<file path="src/rtl/sponge_absorb.sv">
// sponge_absorb: absorb phase of a sponge construction. Message words are XORed
// into the rate register, each block goes through an external permutation, and the
// final block is padded (10* style, single 1 bit after the message). When the last
// permutation returns, the rate/capacity state is presented for the squeeze stage.
//
// Ports:
//   clk, reset            rising-edge clock, synchronous active-high reset
//   start, msg_len        begin a message of msg_len bits (accepted in IDLE only)
//   in_valid/in_data      MSB-first message words; in_ready high only in ABSORB
//   perm_go/perm_r/perm_c permutation request, held with stable operands until done
//   perm_done/perm_rin/perm_cin  permutation result
//   r_out/c_out           final state, valid from the absorb_done pulse onward
//   absorb_done           one-cycle completion pulse
//   busy                  high whenever not in IDLE
module sponge_absorb #(
    parameter int unsigned RWIDTH   = 32,
    parameter int unsigned CWIDTH   = 320,
    parameter int unsigned LENWIDTH = 20
) (
    input  logic                clk,
    input  logic                reset,
    input  logic                start,
    input  logic [LENWIDTH-1:0] msg_len,
    input  logic                in_valid,
    input  logic [RWIDTH-1:0]   in_data,
    output logic                in_ready,
    output logic                perm_go,
    output logic [RWIDTH-1:0]   perm_r,
    output logic [CWIDTH-1:0]   perm_c,
    input  logic                perm_done,
    input  logic [RWIDTH-1:0]   perm_rin,
    input  logic [CWIDTH-1:0]   perm_cin,
    output logic [RWIDTH-1:0]   r_out,
    output logic [CWIDTH-1:0]   c_out,
    output logic                absorb_done,
    output logic                busy
);

    typedef enum logic [2:0] {StIdle, StAbsorb, StPad, StPermute, StDone} state_e;

    localparam logic [LENWIDTH-1:0] RwLen  = LENWIDTH'(RWIDTH);
    localparam logic [RWIDTH-1:0]   MsbBit = {1'b1, {(RWIDTH-1){1'b0}}};
    localparam logic [RWIDTH-1:0]   AllOnes = {RWIDTH{1'b1}};

    state_e              state_q, state_d;
    logic [LENWIDTH-1:0] rem_q, rem_d;
    logic                final_q, final_d;
    logic [RWIDTH-1:0]   rate_q, rate_d;
    logic [CWIDTH-1:0]   cap_q, cap_d;
    logic [RWIDTH-1:0]   r_out_q, r_out_d;
    logic [CWIDTH-1:0]   c_out_q, c_out_d;

    // State and datapath registers.
    always_ff @(posedge clk) begin
        if (reset) begin
            state_q <= StIdle;
            rem_q   <= '0;
            final_q <= 1'b0;
            rate_q  <= '0;
            cap_q   <= '0;
            r_out_q <= '0;
            c_out_q <= '0;
        end else begin
            state_q <= state_d;
            rem_q   <= rem_d;
            final_q <= final_d;
            rate_q  <= rate_d;
            cap_q   <= cap_d;
            r_out_q <= r_out_d;
            c_out_q <= c_out_d;
        end
    end

    // Next-state and datapath update.
    always_comb begin
        state_d = state_q;
        rem_d   = rem_q;
        final_d = final_q;
        rate_d  = rate_q;
        cap_d   = cap_q;
        r_out_d = r_out_q;
        c_out_d = c_out_q;
        case (state_q)
            StIdle: begin
                if (start) begin
                    rem_d   = msg_len;
                    rate_d  = '0;
                    cap_d   = '0;
                    final_d = 1'b0;
                    state_d = (msg_len != '0) ? StAbsorb : StPad;
                end
            end
            StAbsorb: begin
                if (in_valid) begin
                    if (rem_q >= RwLen) begin
                        rate_d = rate_q ^ in_data;
                        rem_d  = rem_q - RwLen;
                    end else begin
                        // Keep the top rem bits of the word, then the pad bit right after.
                        rate_d  = rate_q ^ ((in_data & ~(AllOnes >> rem_q)) | (MsbBit >> rem_q));
                        rem_d   = '0;
                        final_d = 1'b1;
                    end
                    state_d = StPermute;
                end
            end
            StPad: begin
                rate_d  = rate_q ^ MsbBit;
                final_d = 1'b1;
                state_d = StPermute;
            end
            StPermute: begin
                if (perm_done) begin
                    rate_d = perm_rin;
                    cap_d  = perm_cin;
                    if (final_q) begin
                        // Load outputs on entry so they are valid during absorb_done.
                        r_out_d = perm_rin;
                        c_out_d = perm_cin;
                        state_d = StDone;
                    end else if (rem_q != '0) begin
                        state_d = StAbsorb;
                    end else begin
                        state_d = StPad;
                    end
                end
            end
            StDone: begin
                state_d = StIdle;
            end
            default: begin
                state_d = StIdle;
            end
        endcase
    end

    // Outputs decoded from state.
    always_comb begin
        in_ready    = (state_q == StAbsorb);
        perm_go     = (state_q == StPermute);
        absorb_done = (state_q == StDone);
        busy        = (state_q != StIdle);
    end

    assign perm_r = rate_q;
    assign perm_c = cap_q;
    assign r_out  = r_out_q;
    assign c_out  = c_out_q;

endmodule

</file>
<file path="config.mk">
export PLATFORM = sky130hd
export DESIGN_NAME = sponge_absorb
export DESIGN_NICKNAME = d
export VERILOG_FILES = /design/src/rtl/sponge_absorb.sv
export SDC_FILE = /design/constraint.sdc
export NUM_CORES = 2
export LEC_CHECK = 0
export BUFFER_PORTS_ARGS = -buffer_cell sky130_fd_sc_hd__buf_4
export CORE_AREA = 2 2 431 433
export CTS_CLUSTER_DIAMETER = 150
export DETAILED_ROUTE_END_ITERATION = 8
export DIE_AREA = 0 0 433 435
export MAX_ROUTING_LAYER = met4
export PLACE_DENSITY = 0.44
export SLEW_MARGIN = 20
export SYNTH_ARGS = -nofsm -noshare
export SYNTH_HDL_FRONTEND = slang
export SYNTH_SLANG_ARGS = --single-unit
</file>
<file path="constraint.sdc">
create_clock -name clk -period 4.1 [get_ports clk]
set_input_delay 0.615 -clock clk [delete_from_list [all_inputs] [get_ports clk]]
set_output_delay 0.615 -clock clk [all_outputs]
set_load 0.05 [all_outputs]
</file>
After elaboration in Yosys (flattened, before gate mapping)
Index checks and enable logic that the tools add are counted.
{"block": "op_classes", "n_bitwise": 7, "reduce_logical": 16, "magnitude_cmp": 1, "muxes": 23, "add_sub_neg": 1, "shifts": 2, "n_eq_ne": 8}
{"op": "2-to-1 mux 320 bit", "n": 2}
{"op": "case mux 320 bit (2 select lines)", "n": 1}
{"op": "2-to-1 mux 32 bit", "n": 4}
{"op": "case mux 32 bit (4 select lines)", "n": 1}
{"op": "right shift 32 x 20 -> 32 bit (first input constant)", "n": 2}
{"op": "bitwise XOR 32 bit", "n": 2}
{"op": "2-to-1 mux 20 bit", "n": 3}
{"op": "case mux 20 bit (2 select lines)", "n": 1}
{"op": "nonzero test 20 bit", "n": 2}
{"op": "AND 32 bit", "n": 1}
{"op": "NOT 32 bit", "n": 1}
{"op": "bitwise OR 32 bit", "n": 1}
{"op": ">= comparator 20 x 6 -> 1 bit (second input constant)", "n": 1}
{"op": "subtractor 20 x 6 -> 20 bit (second input constant)", "n": 1}
{"op": "2-to-1 mux 3 bit", "n": 4}
{"op": "case mux 3 bit (4 select lines)", "n": 1}
{"op": "AND reduction 3 bit", "n": 4}
{"op": "nonzero test 3 bit", "n": 3}
{"op": "AND reduction 4 bit", "n": 2}
{"op": "== test 3 x 2 -> 1 bit (second input constant)", "n": 2}
{"op": "inequality test 2 bit (second input constant)", "n": 3}
{"op": "AND reduction 5 bit", "n": 1}
{"op": "2-to-1 mux 2 bit", "n": 2}
{"op": "nonzero test 2 bit", "n": 2}
{"op": "8 further kinds", "n": 11}
{"block": "word_totals", "out_inout_bits": 708, "register_bits": 728, "wordCells": 66, "input_bits": 409}

Depth between registers and ports, before layout
{"block": "depth", "word_depth": 8, "mapped_depth": 10, "mapped_depth_nobuf": 8}

Least setup slack after synthesis
No wires, ideal clock.
{"block": "synth_path", "path_kind": "register to output", "startpoint": "register state_q[0]", "endpoint": "output port absorb_done", "setup_slack_ps": 1729, "path_buffers": 2, "stages_incl_launch_ff": 4, "arrival_ps": 1756, "required_time_ps": 3485, "cell_sequence": "dfxtp_1 > clkbuf_1 > clkbuf_1 > nor3_1"}
{"block": "synth_between", "elab_chain_cells": 1}
{"item": "start: declaration", "line_no": "45", "text": "state_e state_q, state_d;"}
{"item": "start signal: assignment", "line_no": "56", "text": "state_q <= StIdle;"}
{"item": "start signal: assignment", "line_no": "64", "text": "state_q <= state_d;"}
{"item": "== test 3 bit", "line_no": "141", "text": "absorb_done = (state_q == StDone);"}
{"item": "end: declaration", "line_no": "35", "text": "output logic absorb_done,"}
Every way passes these cells.

Worst setup path in the final report
{"block": "layout_path", "startpoint": "register state_q[1]", "endpoint": "output port perm_go"}
{"block": "layout_between", "elab_chain_cells": 1}
{"item": "== test 3 x 2 -> 1 bit", "line_no": "140", "text": "perm_go = (state_q == StPermute);"}
{"item": "end: declaration", "line_no": "27", "text": "output logic perm_go,"}
Every way passes these cells.

==> flow_metrics.env <==
export IMPL_status="completed"
export IMPL_worstReg2RegEnd="perm_r[9]$_SDFFE_PP0P_"
export IMPL_rsz0062_at_grt="false"
export IMPL_fin_cells=7067
export IMPL_dieArea_mm2=0.1884
export IMPL_critPathLaunch="state_q[1]$_SDFFE_PP0P_"
export IMPL_synth_simple_gate_area_share_pct=24.64
export IMPL_synth_top_family_by_area="simple AND/OR/NAND/NOR gates"
export IMPL_gp_congestion=0.9402
export IMPL_globalRouteTotalUtil_pct=16.90
export IMPL_io_pin_count=1117
export IMPL_mostFrequentLayoutCells="buf_4, nand2_1, dfxtp_1"
export IMPL_cts_made_buffers=91
export IMPL_final_common_cell="buf_4"
export IMPL_tightestPinTransition_ns=1.208
export IMPL_regArea_mm2=0.01457
export IMPL_synth_mux_area_share_pct=0.5063
export IMPL_worstSetupPathType="reg2out"
export IMPL_grt_pass1_wl_um=220800
export IMPL_maxCapViolCount=0
export IMPL_drv_slew=0
export IMPL_whs_ns=0.1211
export IMPL_post_drt_wl_per_cell_um=22.98
export IMPL_r2r_setup_slack_ns=0.84
export IMPL_clock_skew_ns=0.03180
export IMPL_arrival_ns=3.04
export IMPL_reg2reg_from="state_q[2]$_SDFFE_PP0P_"
export IMPL_grt_max_degree=198
export IMPL_via_per_inst=4.155
export IMPL_via_count=29370
export IMPL_power_leakage_nw=15.92
export IMPL_grt_met3_usage_pct=4.783
export IMPL_synth_compound_area_share_pct=16.90
export IMPL_cp_endpoint="perm_go"
export IMPL_reg2reg_depth=7
export IMPL_grt_use_met2_pct=27.57
export IMPL_fin_nets=4890
export IMPL_dp_cells=6867
export IMPL_endpoint_kind="primary output"
export IMPL_fin_crit_ns=3.656
export IMPL_fin_crit_sh_pct=89.18
export IMPL_hold_viol_final=0
export IMPL_ys_seq_elements=728
export IMPL_use_met1_pct=19.61
export IMPL_die_h_um=435
export IMPL_cts_sinks=728
export IMPL_yosys_warnings=0
export IMPL_syn_nets=3905
export IMPL_powerDensity_mw_per_mm2=450.0
export IMPL_fillers=20580
export IMPL_drt_iter0_markers=2161
export IMPL_grt_pass1_vias=27380
export IMPL_top_usage_layer="met2"
export IMPL_syn_area_per_cell_um2=7.849
export IMPL_synth_xor_area_share_pct=0.2235
export IMPL_synthAdderAreaFrac_pct=0.04561
export IMPL_placed_area_mm2=0.03865
export IMPL_yosysSeqAreaShare_pct=53.13
export IMPL_grt_overflow=0
export IMPL_synth_edf_count=0
export IMPL_fp_row_count=158
export IMPL_multi_input_area_mm2=0.01166
export IMPL_drive_gt1_share_pct=30.07
export IMPL_timing_final_ws_setup_ns=0.4436
export IMPL_synth_cell_types=74
export IMPL_postSynthCellCount=3495
export IMPL_dieWidth_um=433
export IMPL_cp_start_kind="register"
export IMPL_area_growth_pct=52.03
export IMPL_cts_buffer_depth=3
export IMPL_antenna_found_initial=50
export IMPL_cts_resized=0
export IMPL_core_region_area_mm2=0.1840
export IMPL_post_cts_buffers=0
export IMPL_fin_area_mm2=0.04171
export IMPL_tns_ns=0
export IMPL_cts_htree_levels=3
export IMPL_drc=0
export IMPL_async_flop_share_pct=0
export IMPL_max_slew_margin_pct=19.45
export IMPL_ir_drop_mv=0.2741
export IMPL_dp_slack_ns=1.103
export IMPL_max_freq_mhz=273.5
export IMPL_setup_violations=0
export IMPL_wirelength_um=162400
export IMPL_hold_buffers=0
export IMPL_min_path_type="in2reg"
export IMPL_cts_tree="built"
export IMPL_drtPass1Iterations=7
export IMPL_portBuffers=1116
export IMPL_clock_latency_ns=0.72
export IMPL_postLayoutCoreUtil_pct=22.66
export IMPL_cp_max_fo=81
export IMPL_drtAntennaViolNets=0
export IMPL_synth_top_flop_cell="dfxtp_1"
export IMPL_syn_area_mm2=0.02743
export IMPL_hpwl_um=122300
export IMPL_initial_core_util_pct=14.91
export IMPL_p_total_mw=18.77
export IMPL_required_ns=3.48
export IMPL_clk_pin_slew_ns=0.06
export IMPL_cts_root_buf="clkbuf_16"
[cell type report]
cell class | instances | area share (%)
Multi-Input combinational cell | 2458 | 27.96
Inverter | 8 | 0.09000
Clock buffer | 138 | 6.660
Clock inverter | 24 | 0.4320
Antenna cell | 38 | 0.2280
Tap cell | 2480 | 7.440
Sequential cell | 728 | 34.95
Timing Repair Buffer | 1193 | 22.24
[state kept, by name, indices dropped and copies added (netlist names)]
| signal | cells |
|---|---|
| c_out | 320 |
| rem_q | 20 |
| perm_c | 320 |
| r_out | 32 |
| perm_r | 32 |
| state_q | 3 |
| final_q | 1 |
[synth_stat cells, drive strengths merged (5+ instances only)]
| library cell | n | area (µm²) |
|---|---|---|
| o31ai | 13 | 97.59 |
| inv | 7 | 26.28 |
| or2 | 6 | 37.53 |
| a21oi | 703 | 3518 |
| nand4 | 5 | 43.79 |
| nand4b | 7 | 61.31 |
| nand3 | 338 | 1692 |
| nor3 | 23 | 125.1 |
| a221oi | 8 | 76.32 |
| o211a | 5 | 50.05 |
| nand2 | 1094 | 4109 |
| o21ai | 41 | 209.0 |
| mux2i | 9 | 90.09 |
| buf | 72 | 360.3 |
| dfxtp | 728 | 14570 |
| a22oi | 25 | 187.7 |
| and3 | 11 | 68.82 |
| a21o | 5 | 37.54 |
| nor2 | 43 | 171.4 |
| a32oi | 8 | 70.07 |
| nor4 | 16 | 151.4 |
| clkbuf | 229 | 859.6 |
| o211ai | 5 | 37.54 |
| nor3b | 6 | 45.04 |
| nand2b | 6 | 37.54 |
| a221o | 7 | 70.07 |
| a31oi | 5 | 31.28 |
| xor2 | 5 | 43.79 |
[cells by family after synthesis]
group                    count (synthesis)
AO/OA/AOI/OAI                          855
XOR/XNOR                                 7
adder cells (fa/ha/maj)                  1
buffers and inverters                  309
flip-flops                             728
multiplexers                            13
AND/OR/NAND/NOR                       1582
[power breakdown]
part           internal (mW)  switching (mW)
Sequential              7.22           0.167
Combinational          0.934            2.34
Clock                   4.67            3.45
[worst min-delay path by stage]
stage	from	endpoint	slack, ns	cells after the start
2_1_floorplan	rem_q[6]$_SDFFE_PP0P_	rem_q[6]$_SDFFE_PP0P_	0.49	2
3_3_place_gp	perm_c[283]$_SDFFE_PP0P_	perm_c[283]$_SDFFE_PP0P_	0.44	2
3_5_place_dp	perm_c[163]$_SDFFE_PP0P_	perm_c[163]$_SDFFE_PP0P_	0.44	2
4_1_cts	perm_rin[28]	perm_r[28]$_SDFFE_PP0P_	0.02	3
5_1_grt	perm_rin[21]	perm_r[21]$_SDFFE_PP0P_	0.06	2
6_report	perm_rin[28]	perm_r[28]$_SDFFE_PP0P_	0.12	3
[worst max-delay path: stages (launching register included)]
cell     delay, ns
dfxtp_1       0.69
nand3_1       0.42
inv_8         0.36
buf_12        0.40
buf_4         0.29
[metal layers]
metal,vias to the layer above,wire length [µm]
li1,13860,-
met1,14190,64890
met2,1081,79090
met3,230,12090
met4,0,6334
met5,-,0
(Power assumes the default switching activity.)
